$ cat src/rtl/output_drain_ctrl.sv
// Drains rows from the per-column accumulator banks into the output buffer: issues column reads,
// optionally skewed per column, and replays them as output writes RD_LAT cycles later.
module output_drain_ctrl #(
  parameter int unsigned SYS_COL   = 16,
  parameter int unsigned ACCUM_ROW = 64,
  parameter int unsigned OUT_DEPTH = 256,
  parameter int unsigned ROW_W     = 16,
  parameter int unsigned RD_LAT    = 1,
  localparam int unsigned ACC_AW   = $clog2(ACCUM_ROW),
  localparam int unsigned OUT_AW   = $clog2(OUT_DEPTH),
  localparam int unsigned CNT_W    = ACC_AW + 1
) (
  input  logic                            clk,
  input  logic                            rstn,
  input  logic                            start,
  input  logic [OUT_AW-1:0]               base_addr,
  input  logic [OUT_AW-1:0]               stride,
  input  logic [ROW_W-1:0]                num_row,
  input  logic                            skew_en,
  input  logic                            stall,
  output logic [SYS_COL-1:0]              accum_rd_en,
  output logic [SYS_COL-1:0][ACC_AW-1:0]  accum_rd_addr,
  output logic [SYS_COL-1:0]              output_wr_en,
  output logic [SYS_COL-1:0][OUT_AW-1:0]  output_wr_addr,
  output logic                            busy,
  output logic                            done,
  output logic                            err
);

  typedef enum logic [1:0] {StIdle, StIssue, StDrain, StDone} state_e;

  state_e                                   state_q, state_d;
  logic [CNT_W-1:0]                         row_q, row_d, n_q, n_d;
  logic [OUT_AW-1:0]                        stride_q, stride_d, wa_q, wa_d;
  logic                                     skew_q, skew_d, err_q, err_d;
  logic                                     busy_q, busy_d, done_q, done_d;
  logic [SYS_COL-1:0]                       rd_v_q, rd_v_d;
  logic [SYS_COL-1:0][ACC_AW-1:0]           rd_row_q, rd_row_d;
  logic [SYS_COL-1:0][OUT_AW-1:0]           rd_wa_q, rd_wa_d;
  logic [RD_LAT-1:0][SYS_COL-1:0]           dl_v_q, dl_v_d;
  logic [RD_LAT-1:0][SYS_COL-1:0][OUT_AW-1:0] dl_wa_q, dl_wa_d;

  logic              iss_v;
  logic [ACC_AW-1:0] iss_row;
  logic [OUT_AW-1:0] iss_wa;
  logic              freeze, pipe_busy, ovf;

  // Stall only matters while the engine is moving; it holds every stage and masks the enables.
  assign freeze = stall && (state_q == StIssue || state_q == StDrain);
  assign ovf    = num_row > ROW_W'(ACCUM_ROW);

  always_comb begin
    pipe_busy = |rd_v_q;
    for (int k = 0; k < int'(RD_LAT) - 1; k++) pipe_busy = pipe_busy | (|dl_v_q[k]);
  end

  always_comb begin
    state_d  = state_q;
    row_d    = row_q;
    n_d      = n_q;
    stride_d = stride_q;
    skew_d   = skew_q;
    wa_d     = wa_q;
    err_d    = err_q;
    iss_v    = 1'b0;
    iss_row  = '0;
    iss_wa   = '0;
    unique case (state_q)
      StIdle: begin
        if (start) begin
          stride_d = stride;
          skew_d   = skew_en;
          err_d    = ovf;
          n_d      = ovf ? CNT_W'(ACCUM_ROW) : CNT_W'(num_row);
          if (n_d == '0) begin
            state_d = StDone;
          end else begin
            // Row 0 is issued on the accepting edge so it is visible in the first busy cycle.
            iss_v   = 1'b1;
            iss_wa  = base_addr;
            row_d   = CNT_W'(1);
            wa_d    = base_addr + stride;
            state_d = StIssue;
          end
        end
      end
      StIssue: begin
        if (!stall) begin
          if (row_q < n_q) begin
            iss_v   = 1'b1;
            iss_row = row_q[ACC_AW-1:0];
            iss_wa  = wa_q;
            wa_d    = wa_q + stride_q;
          end
          row_d = row_q + CNT_W'(1);
          if (row_q + CNT_W'(1) >= n_q) state_d = StDrain;
        end
      end
      StDrain: begin
        if (!stall && !pipe_busy) state_d = StDone;
      end
      StDone:  state_d = StIdle;
      default: state_d = StIdle;
    endcase
    busy_d = (state_d == StIssue) || (state_d == StDrain);
    done_d = (state_d == StDone);
  end

  always_comb begin
    logic [SYS_COL-1:0]             src_v;
    logic [SYS_COL-1:0][OUT_AW-1:0] src_wa;
    int unsigned                    km1;
    rd_v_d   = rd_v_q;
    rd_row_d = rd_row_q;
    rd_wa_d  = rd_wa_q;
    dl_v_d   = dl_v_q;
    dl_wa_d  = dl_wa_q;
    src_v    = '0;
    src_wa   = '0;
    km1      = 0;
    if (!freeze) begin
      if (skew_d) begin
        rd_v_d   = {rd_v_q[SYS_COL-2:0], iss_v};
        rd_row_d = {rd_row_q[SYS_COL-2:0], iss_row};
        rd_wa_d  = {rd_wa_q[SYS_COL-2:0], iss_wa};
      end else begin
        rd_v_d   = {SYS_COL{iss_v}};
        rd_row_d = {SYS_COL{iss_row}};
        rd_wa_d  = {SYS_COL{iss_wa}};
      end
      for (int k = 0; k < int'(RD_LAT); k++) begin
        km1    = (k == 0) ? 0 : k - 1;
        src_v  = (k == 0) ? rd_v_q : dl_v_q[km1];
        src_wa = (k == 0) ? rd_wa_q : dl_wa_q[km1];
        dl_v_d[k] = src_v;
        // Write addresses only advance with valid data so the last address stays on the port.
        for (int c = 0; c < int'(SYS_COL); c++) begin
          if (src_v[c]) dl_wa_d[k][c] = src_wa[c];
        end
      end
    end
  end

  always_ff @(posedge clk) begin
    if (!rstn) begin
      state_q  <= StIdle;
      row_q    <= '0;
      n_q      <= '0;
      stride_q <= '0;
      wa_q     <= '0;
      skew_q   <= 1'b0;
      err_q    <= 1'b0;
      busy_q   <= 1'b0;
      done_q   <= 1'b0;
      rd_v_q   <= '0;
      rd_row_q <= '0;
      rd_wa_q  <= '0;
      dl_v_q   <= '0;
      dl_wa_q  <= '0;
    end else begin
      state_q  <= state_d;
      row_q    <= row_d;
      n_q      <= n_d;
      stride_q <= stride_d;
      wa_q     <= wa_d;
      skew_q   <= skew_d;
      err_q    <= err_d;
      busy_q   <= busy_d;
      done_q   <= done_d;
      rd_v_q   <= rd_v_d;
      rd_row_q <= rd_row_d;
      rd_wa_q  <= rd_wa_d;
      dl_v_q   <= dl_v_d;
      dl_wa_q  <= dl_wa_d;
    end
  end

  assign accum_rd_en    = rd_v_q & {SYS_COL{~freeze}};
  assign accum_rd_addr  = rd_row_q;
  assign output_wr_en   = dl_v_q[RD_LAT-1] & {SYS_COL{~freeze}};
  assign output_wr_addr = dl_wa_q[RD_LAT-1];
  assign busy           = busy_q;
  assign done           = done_q;
  assign err            = err_q;

endmodule
$ cat config.mk
export PLATFORM = sky130hd
export DESIGN_NAME = output_drain_ctrl
export DESIGN_NICKNAME = d
export VERILOG_FILES = /design/src/rtl/output_drain_ctrl.sv
export SDC_FILE = /design/constraint.sdc
export NUM_CORES = 1
export LEC_CHECK = 0
export CAP_MARGIN = 40
export CORE_MARGIN = 3
export CORE_UTILIZATION = 47
export DETAILED_ROUTE_END_ITERATION = 10
export GPL_TIMING_DRIVEN = 0
export PLACE_DENSITY = 0.82
export SLEW_MARGIN = 10
export SYNTH_ARGS = -nofsm -noshare
export SYNTH_HDL_FRONTEND = slang
export SYNTH_SLANG_ARGS = --single-unit
$ cat constraint.sdc
create_clock -name clk -period 2.75 [get_ports clk]
set_input_delay 0.4125 -clock clk [delete_from_list [all_inputs] [get_ports clk]]
set_output_delay 0.4125 -clock clk [all_outputs]
set_load 0.01 [all_outputs]
==> results.py, run 1 <==
metrics = {
    "run_status": {
        "outcome": "completed",
    },
    "floorplan": {
        "ioPinCount": 296,
        "core-area_um2": 33620,
        "fp.dieArea_um2": 36420,
        "initial_core_util_pct": 47.77,
        "die_w_um": 190.8,
        "fp-row-count": 67,
        "die_h_um": 190.8,
    },
    "timing": {
        "timing.final.crit_period_ns": 2.714,
        "tightest_slew_ns": 0.9420,
        "period_share_pct": 98.70,
        "fin_tns_setup_ns": 0,
        "finalSetupViolCount": 0,
        "fmax_mhz": 368.4,
        "final-hold-violation-count": 0,
        "slew_violations": 0,
        "maxSlewHeadroom_pct": 37.20,
        "skew_ns": 0.01835,
        "layout_setup_ws_ns": 0.03584,
        "rsz0062_at_grt": "true",
    },
    "route": {
        "drcViolationCount": 0,
        "ant_nets": 0,
        "drt_first_pass_iters": 6,
        "vias_per_cell": 5.866,
        "drt_iter0_markers": 1752,
        "wl_mm": 54.80,
        "vias": 15960,
        "routed_wire_length_per_instance_um": 20.14,
    },
    "cts": {
        "numCtsBuffers": 43,
        "cts.sinks": 420,
        "clockBufferDepth": 3,
        "cts_max_level": 2,
        "cts_tree": "done",
        "clk_pin_slew_ns": 0.06,
        "cts_root_buf": "clkbuf_16",
        "clk_latency_ns": 0.55,
    },
    "global_routing": {
        "grt_pass1_wl_mm": 83.20,
        "top_usage_layer": "met2",
        "grt_pass1_vias": 15250,
        "grtUsageMet2_pct": 46.87,
        "grt_overflow": 0,
        "antenna_found_initial": 0,
        "grt_use_met1_pct": 34.14,
        "use_met3_pct": 9.063,
        "grt_max_degree": 16,
        "grt_use_total_pct": 28.60,
    },
    "finish": {
        "area_delta_synth_final_pct": 35.68,
        "fin_cells": 2721,
        "antennaDiodeCount": 0,
        "fin_nets": 2314,
        "drive_gt1_share_pct": 9.283,
        "post-route-util_pct": 64.81,
    },
    "worst_setup_path": {
        "worstReg2RegEnd": "rd_wa_q[110]$_SDFFE_PN0N_",
        "worstSetupPathType": "reg2out",
        "cp_common_cell": "clkbuf_16",
        "crit_arrival_ns": 2.30,
        "critPathTopFamily": "buffers and inverters",
        "cp_data_required_time_ns": 2.34,
        "worstRegToRegCells": 10,
        "cp.depth": 8,
        "max_stage_delay_ns": 0.34,
        "r2r_setup_slack_ns": 0.06,
        "worstSetupStartpointType": "flop",
        "r2r-start": "state_q[0]$_SDFF_PN0_",
        "critPathMaxFanout": 10,
        "crit_chain": "inv_2 -> ha_4 -> nand2_8 -> clkbuf_16 -> clkbuf_16 -> clkbuf_16 -> and2_4 -> clkdlybuf4s15_1",
        "slowest_stage": "dfxtp_2",
        "worst_setup_path_end_kind": "primary output",
        "cp_num_buf_inv": 5,
    },
    "logic_synthesis": {
        "synth_seq_cells": 420,
        "synthesis.nets": 1948,
        "synthArstFlopShare_pct": 0,
        "synth.top_cells.by_area": "dfxtp_1 (52%), nand2_1 (9.7%), a21oi_1 (8.6%), o21ai_0 (7.1%), a22oi_1 (6.6%)",
        "synth_top_cell_by_area": "dfxtp_1",
        "synthFlopType": "dfxtp_1",
        "synth_cell_type_count": 55,
        "synthCells": 1876,
        "yosysSeqAreaShare_pct": 52.36,
        "syn_area_um2": 16060,
        "yosysMostFrequentCell": "dfxtp_1",
        "synth_edf_count": 0,
        "synth_top_area_share_pct": 52.36,
        "ys_warn_count": 0,
        "synth_common_cells": "dfxtp_1 (420), nand2_1 (416), a21oi_1 (277), o21ai_0 (229), a22oi_1 (141)",
        "synth.avg_cell_area_um2": 8.560,
    },
    "placement": {
        "numPortBuffers": 294,
        "dp_slack_ns": -1.412,
        "hpwlAfterDp_mm": 38.29,
        "finalWeightedCongestion": 0.8822,
        "placed_cells": 2619,
    },
    "power_and_ir_drop": {
        "ir_worst_vdd_mv": 0.4734,
        "pwr_density_cell_nw_per_um2": 757.3,
        "p_leak_uw": 0.007581,
        "finalPower_uw": 16500,
    },
    "min_path": {
        "min_to": "dl_v_q[8]$_SDFFE_PN0N_",
        "min_from": "dl_v_q[8]$_SDFFE_PN0N_",
        "hp-class": "reg2reg",
        "hold_depth": 2,
    },
    "run": {
        "cap_violations": 0,
    },
}
==> flip-flops by register name, indices dropped and copies added (netlist names) <==
register,count
stride_q,8
output_wr_addr,128
accum_rd_addr,96
done,1
wa_q,8
n_q,7
rd_v_q,16
skew_q,1
dl_v_q,16
state_q,2
busy,1
err,1
row_q,7
rd_wa_q,128
==> report_power, final <==
group	leakage [uW]	total [uW]	internal [uW]	switching, uW
combinational	0.00346	3430	1270	2160
clock	0.000699	5960	3500	2470
sequential	0.00342	7110	6620	495
==> metrics by stage <==
step / area (um2) / hold slack (ns)
2_1_floorplan: 16060 / 0.4317
3_3_place_gp: 19560 / 0.4363
3_5_place_dp: 19570 / 0.4424
4_1_cts: 21590 / 0.4403
5_1_grt: 21790 / 0.4635
6_report: 21790 / 0.4485
==> worst max path at each step <==
stage                                     start                   endpoint
after floorplan           row_q[0]$_SDFFE_PN0P_            busy$_SDFF_PN0_
after global placement                    stall           output_wr_en[14]
after detailed placement                  stall           output_wr_en[14]
after CTS                 row_q[3]$_SDFFE_PN0P_            busy$_SDFF_PN0_
after global routing      state_q[0]$_SDFF_PN0_  rd_wa_q[110]$_SDFFE_PN0N_
final                     state_q[0]$_SDFF_PN0_           output_wr_en[14]
==> repair_timing <==
item / in CTS / in global routing
pin swaps: 8 / 10
setup endpoints to repair: 179 / 171
setup buffers: 20 / 4
gates cloned: 2 / 0
hold buffers: 0 / 0
hold endpoints to repair: 0 / 0
gates resized for setup: 142 / 54
==> kinds of logic after synthesis <==
logic type               after synthesis  share of synthesized area (%)
AO/OA/AOI/OAI                        724                          26.66
XOR/XNOR                              14                         0.7635
adder cells (fa/ha/maj)               35                          2.821
buffers and inverters                167                          4.192
flip-flops                           420                          52.36
multiplexers                           6                         0.3740
AND/OR/NAND/NOR                      510                          12.83
==> placed cells by master (no fill, tap or decap), types with 11 or more instances in the layout <==
master	n
a21oi_1	276
a22oi_1	141
a31oi_1	16
and2_1	19
buf_2	12
buf_4	24
clkbuf_1	98
clkbuf_16	48
clkbuf_2	13
clkdlybuf4s15_1	11
clkdlybuf4s50_1	263
clkinv_4	14
dfxtp_1	412
ha_1	31
inv_1	19
nand2_1	399
nand2_4	15
nand3_1	15
nor2_1	27
o21ai_0	229
==> per-layer routing <==
layer | vias to the layer above | wire [um] | part of all wire [%]
met5 | - | 0 | 0
met1 | 7520 | 20700 | 38
met3 | 204 | 6096 | 11
li1 | 7350 | - | -
met4 | 0 | 2691 | 4.9
met2 | 888 | 25310 | 46
==> layout make-up <==
type                            instances  area, um2
Clock inverter                         19      237.7
Multi-Input combinational cell       1290       7356
Buffer                                129      648.1
Inverter                               38      212.7
Fill cell                            2638      11830
Timing Repair Buffer                  320       3138
Clock buffer                           57       1209
Tap cell                              448      560.5
Sequential cell                       420       8426
==> worst reg2reg max path, cell delays in order, from the launching register on <==
cell	delay (ns)
dfxtp_2	0.34
inv_2	0.06
ha_4	0.15
buf_2	0.16
and2_1	0.22
mux2i_2	0.22
nor3_1	0.36
buf_2	0.40
buf_1	0.40
a22oi_1	0.14
o21ai_0	0.14
(Power assumes the default switching activity.)
==> run 2: changes to the inputs <==
--- a/config.mk
+++ b/config.mk
@@ -7,10 +7,11 @@
 export LEC_CHECK = 0
 export CAP_MARGIN = 40
 export CORE_MARGIN = 3
-export CORE_UTILIZATION = 47
+export CORE_UTILIZATION = 44
 export DETAILED_ROUTE_END_ITERATION = 10
+export DONT_BUFFER_PORTS = 1
 export GPL_TIMING_DRIVEN = 0
-export PLACE_DENSITY = 0.82
+export PLACE_DENSITY = 0.67
 export SLEW_MARGIN = 10
 export SYNTH_ARGS = -nofsm -noshare
 export SYNTH_HDL_FRONTEND = slang
==> run 2 against run 1 <==
Routed wire length down 3.8%. Clock power up 7.0%. Sequential cell count unchanged. Global-route usage down 2.5 points. Critical endpoint is now busy$_SDFF_PN0_.
==> results.py, run 2 (synthesized netlist as in run 1, its figures left out) <==
metrics = {
    "worst_setup_path": {
        "crit_chain": "ha_4 -> nand3_2 -> nor2_2 -> xor2_1 -> ha_1 -> and3_1 -> a221oi_2 -> a21oi_2 -> o21bai_1 -> nand2_1 -> ha_1 -> and2_1",
        "slowest_stage": "dfxtp_4",
        "cp.depth": 12,
        "cp_common_cell": "ha_1",
        "max_stage_delay_ns": 0.39,
        "worstRegToRegCells": 12,
        "worstSetupStartpointType": "flop",
        "cp_data_required_time_ns": 3.21,
        "crit_arrival_ns": 3.14,
        "critPathMaxFanout": 6,
        "worstSetupPathType": "reg2reg",
        "critPathTopFamily": "adder cells",
        "worst_setup_path_end_kind": "flop",
        "cp_num_buf_inv": 0,
    },
    "floorplan": {
        "die_w_um": 197.0,
        "fp.dieArea_um2": 38820,
        "core-area_um2": 35740,
        "initial_core_util_pct": 44.93,
        "fp-row-count": 69,
        "ioPinCount": 296,
        "die_h_um": 197.0,
    },
    "global_routing": {
        "antenna_found_initial": 0,
        "grt_pass1_vias": 13730,
        "grt_max_degree": 15,
        "grt_pass1_wl_mm": 79.94,
        "grt_overflow": 0,
        "grt_use_total_pct": 26.14,
    },
    "min_path": {
        "hp-class": "in2reg",
        "hold_depth": 2,
    },
    "route": {
        "ant_nets": 0,
        "drcViolationCount": 0,
        "routed_wire_length_per_instance_um": 21.46,
        "wl_mm": 52.74,
        "drt_iter0_markers": 887,
        "drt_first_pass_iters": 6,
        "vias": 14220,
        "vias_per_cell": 5.786,
    },
    "finish": {
        "fin_cells": 2458,
        "final_cell_mix": "dfxtp_1 (413), nand2_1 (403), a21oi_1 (276)",
        "multi_input_area_um2": 7202,
        "area_delta_synth_final_pct": 17.39,
        "fill_cells": 3285,
        "drive_gt1_share_pct": 10.17,
        "register_area_um2": 8427,
        "antennaDiodeCount": 0,
        "post-route-util_pct": 52.74,
        "fin_nets": 2033,
        "final_common_cell": "dfxtp_1",
    },
    "cts": {
        "clockBufferDepth": 3,
        "cts.sinks": 420,
        "cts_max_level": 2,
        "cts_root_buf": "clkbuf_16",
        "clk_latency_ns": 0.58,
        "cts_tree": "done",
        "numCtsBuffers": 45,
        "clk_pin_slew_ns": 0.06,
    },
    "timing": {
        "fmax_mhz": 372.4,
        "maxSlewHeadroom_pct": 43.18,
        "layout_setup_ws_ns": 0.06499,
        "final-hold-violation-count": 0,
        "slew_violations": 0,
        "rsz0062_at_grt": "true",
        "holdWs_ns": 0.03954,
        "tightest_slew_ns": 0.8523,
        "finalSetupViolCount": 0,
        "period_share_pct": 97.64,
        "fin_tns_setup_ns": 0,
        "skew_ns": 0.01597,
        "timing.final.crit_period_ns": 2.685,
    },
    "run": {
        "cap_violations": 0,
    },
    "power_and_ir_drop": {
        "ir_worst_vdd_mv": 0.5125,
        "p_leak_uw": 0.006460,
        "pwr_density_cell_nw_per_um2": 860.7,
    },
    "placement": {
        "placed_cells": 2342,
        "numPortBuffers": 0,
        "dp_slack_ns": -0.7040,
        "hpwlAfterDp_mm": 37.74,
        "finalWeightedCongestion": 0.8682,
    },
    "run_status": {
        "outcome": "completed",
    },
}
[run 2: cell types whose count changed in the layout (fill, tap and decap cells not counted), moves of 5 or more]
cell             previous run  this run
clkinv_2                    7        24
and2_1                     19        14
nand2_4                    15         1
clkinv_4                   14         0
dlygate4sd3_1               0        14
clkdlybuf4s15_1            11         0
dlygate4sd2_1              10         0
dlymetal6s2s_1              5         0
clkdlybuf4s50_1           263         0
nand2_2                     2        13
and2_2                      0         5
[run 2: where the power goes]
group | internal (uW) | total, uW | leakage, uW | switching [uW]
Sequential | 6620 | 7240 | 0.00342 | 625
Combinational | 769 | 2600 | 0.00228 | 1830
Clock | 3830 | 6380 | 0.000761 | 2550
[run 2: repair_timing]
item	4_1_cts	5_1_grt
endpoints found under the hold margin	14	0
resized for setup	70	33
endpoints found under the setup margin	208	195
setup buffers	11	6
gates cloned	0	1
hold buffers	14	0
pin swaps	4	8
[run 2: through the flow]
step / cell area [um2] / power (uW)
after detailed placement: 16680 / 9706
after floorplan: 16060 / 8764
after CTS: 18660 / 16200
final: 18850 / 16220
after global routing: 18850 / 16890
after global placement: 16630 / 9627
[run 2: layout make-up]
cell class	count	share of cell area (%)
clock inverter	22	1.699
inverter	38	0.8761
tap	461	3.060
sequential	420	44.70
timing repair inverter	1	0.02655
timing repair buffer	37	1.666
multi-input combinational	1289	38.21
buffer	129	3.206
clock buffer	61	6.558
[run 2: final timing paths]
check	from	end	slack [ns]
setup / recovery	row_q[0]$_SDFFE_PN0P_	busy$_SDFF_PN0_	0.06
hold / removal	start	state_q[0]$_SDFF_PN0_	0.04
setup reg to reg	row_q[0]$_SDFFE_PN0P_	busy$_SDFF_PN0_	0.06
hold reg to reg	dl_v_q[2]$_SDFFE_PN0N_	dl_v_q[2]$_SDFFE_PN0N_	0.46
[run 2: per-layer routing]
metal	track usage (%)	vias up	routed length, um
li1	-	6796	-
met1	32.09	6749	21150
met2	42.64	557	24210
met3	9.125	119	5436
met4	9.794	0	1941
met5	0	-	0
[run 2: worst register-to-register path, cell delays in order (launching register included)]
cell	delay (ns)
dfxtp_4	0.39
ha_4	0.15
nand3_2	0.10
nor2_2	0.13
xor2_1	0.19
ha_1	0.27
and3_1	0.20
a221oi_2	0.27
a21oi_2	0.13
o21bai_1	0.19
nand2_1	0.09
ha_1	0.29
and2_1	0.18
==> run 3: changes to the inputs <==
--- a/config.mk
+++ b/config.mk
@@ -16,3 +16,4 @@
 export SYNTH_ARGS = -nofsm -noshare
 export SYNTH_HDL_FRONTEND = slang
 export SYNTH_SLANG_ARGS = --single-unit
+export TNS_END_PERCENT = 20
==> run 3 against run 2 <==
Critical path depth is 2 lower. Sequential cell count stayed put. Final area is 0.52% lower. The run now ends with setup timing left. Largest cell class unchanged.
==> results.py, run 3 (synthesized netlist as in run 1, its figures left out) <==
metrics = {
    "run_status": {
        "outcome": "finished, violations left",
        "violations": "setup timing",
    },
    "cts": {
        "cts_root_buf": "clkbuf_16",
        "cts_max_level": 2,
        "clk_latency_ns": 0.58,
        "clk_pin_slew_ns": 0.06,
        "clockBufferDepth": 3,
        "numCtsBuffers": 45,
        "cts.sinks": 420,
        "cts_tree": "done",
    },
    "power_and_ir_drop": {
        "finalPower_uw": 16180,
        "p_leak_uw": 0.006419,
        "pwr-share-comb_pct": 15.9,
        "p_int_uw": 11200,
        "power_frac_clock_pct": 39.4,
        "p_sw_uw": 4983,
        "seq_power_share_pct": 44.7,
        "sw_frac_of_total_pct": 30.79,
        "pwr_density_cell_nw_per_um2": 862.9,
        "ir_worst_vdd_mv": 0.5120,
    },
    "timing": {
        "skew_ns": 0.01541,
        "layout_setup_ws_ns": -0.01223,
        "slew_violations": 0,
        "fmax_mhz": 362.0,
        "period_share_pct": 100.4,
        "rsz0062_at_grt": "true",
        "final-hold-violation-count": 0,
        "finalSetupViolCount": 2,
        "tightest_slew_ns": 0.8281,
        "maxSlewHeadroom_pct": 44.79,
        "fin_tns_setup_ns": -0.01688,
        "timing.final.crit_period_ns": 2.762,
    },
    "finish": {
        "register_area_um2": 8429,
        "post-route-util_pct": 52.47,
        "fin_nets": 2025,
        "antennaDiodeCount": 0,
        "final_common_cell": "dfxtp_1",
        "fill_cells": 3304,
        "fin_area_um2": 18750,
        "area_delta_synth_final_pct": 16.78,
        "drive_gt1_share_pct": 9.854,
        "multi_input_area_um2": 7166,
        "fin_cells": 2450,
        "final_cell_mix": "dfxtp_1 (413), nand2_1 (403), a21oi_1 (276)",
    },
    "route": {
        "drt_iter0_markers": 929,
        "vias": 14200,
        "wl_mm": 52.71,
        "drt_first_pass_iters": 5,
        "routed_wire_length_per_instance_um": 21.51,
        "ant_nets": 0,
        "vias_per_cell": 5.797,
        "drcViolationCount": 0,
    },
    "placement": {
        "hpwlAfterDp_mm": 37.74,
        "placed_cells": 2342,
        "placed_cell_area_um2": 16680,
        "numPortBuffers": 0,
        "finalWeightedCongestion": 0.8682,
    },
    "global_routing": {
        "antenna_found_initial": 0,
        "grt_use_total_pct": 26.06,
        "grt_overflow": 0,
        "grt_pass1_wl_mm": 79.73,
        "grt_max_degree": 15,
        "grt_pass1_vias": 13660,
    },
    "floorplan": {
        "initial_core_util_pct": 44.93,
        "fp.dieArea_um2": 38820,
        "fp-row-count": 69,
        "core-area_um2": 35740,
        "die_h_um": 197.0,
        "die_w_um": 197.0,
        "ioPinCount": 296,
    },
    "worst_setup_path": {
        "critPathMaxFanout": 10,
        "startpoint": "n_q[1]$_SDFFE_PN0P_",
        "crit_chain": "inv_1 -> ha_1 -> nor2b_1 -> o21a_1 -> o21a_1 -> o21bai_4 -> buf_6 -> a32oi_2 -> clkbuf_2 -> o21ai_0",
        "worstReg2RegEnd": "rd_wa_q[76]$_SDFFE_PN0N_",
        "crit_arrival_ns": 3.20,
        "worstSetupPathType": "reg2reg",
        "r2r-start": "n_q[1]$_SDFFE_PN0P_",
        "critPathTopFamily": "compound AO/OA/AOI/OAI gates",
        "cp_common_cell": "o21a_1",
        "cp_num_buf_inv": 3,
        "slowest_stage": "a32oi_2",
        "max_stage_delay_ns": 0.61,
        "worstRegToRegCells": 10,
        "worst_setup_path_end_kind": "flop",
        "cp_data_required_time_ns": 3.19,
        "r2r_setup_slack_ns": -0.01,
        "worstSetupStartpointType": "flop",
    },
    "run": {
        "cap_violations": 0,
    },
    "min_path": {
        "min_from": "start",
        "min_to": "state_q[0]$_SDFF_PN0_",
        "hp-class": "in2reg",
        "hold_depth": 2,
    },
}
==> run 3: cell types whose count changed in the layout (fill, tap and decap cells not counted), sizes merged <==
cell / change
buf: -8
==> run 3: stage by stage <==
stage | setup WS (ns) | hold slack (ns)
global placement | -0.7281 | 0.4374
floorplan | 0.1163 | 0.4317
finish | -0.01223 | 0.04374
CTS | -0.05592 | 0.02035
global route | -0.1480 | 0.07206
detailed placement | -0.7040 | 0.4435
==> run 3: timing repair <==
action,in CTS,in global routing
pin swaps,1,9
resized for setup,68,33
setup endpoints to repair,208,229
hold endpoints to repair,14,0
cloned,0,1
hold buffers,14,0
setup buffers,0,9
==> run 3: per-layer routing <==
| metal | wire length (um) | up-vias | global-route usage (%) |
|---|---|---|---|
| li1 | - | 6771 | - |
| met1 | 21040 | 6761 | 32.07 |
| met2 | 24310 | 563 | 42.32 |
| met3 | 5501 | 108 | 9.091 |
| met4 | 1861 | 0 | 9.952 |
| met5 | 0 | - | 0 |
==> run 3: worst max path at each step <==
stage                     slack [ns]                        to  cells after the start
after floorplan                 0.12           busy$_SDFF_PN0_                     12
after global placement         -0.73           output_wr_en[0]                      7
after detailed placement       -0.70           output_wr_en[0]                      7
after CTS                      -0.06           busy$_SDFF_PN0_                     12
after global routing           -0.15  rd_wa_q[76]$_SDFFE_PN0N_                     10
final                          -0.01  rd_wa_q[76]$_SDFFE_PN0N_                     10
==> run 3: area by class of cell <==
class                           instances  area share (%)
Buffer                                129           3.203
Clock buffer                           61           6.592
Clock inverter                         22           1.708
Inverter                               38          0.8807
Multi-Input combinational cell       1289           38.21
Sequential cell                       420           44.95
Tap cell                              461           3.076
Timing Repair Buffer                   29           1.354
Timing Repair inverter                  1         0.02669
==> run 3: worst register-to-register path: stages (launching register included) <==
cell and delay [ns]:
dfxtp_1 0.33, inv_1 0.06, ha_1 0.26, nor2b_1 0.12, o21a_1 0.12, o21a_1 0.24
o21bai_4 0.13, buf_6 0.20, a32oi_2 0.61, clkbuf_2 0.43, o21ai_0 0.15
==> run 3: power by group through the flow <==
stage          Clock, uW  Combinational [uW]  Sequential [uW]
6_report            6380                2570             7240
2_1_floorplan          0                1630             7130
4_1_cts             6480                2470             7230
3_5_place_dp           0                2360             7340
5_1_grt             6720                2840             7300
3_3_place_gp           0                2290             7340
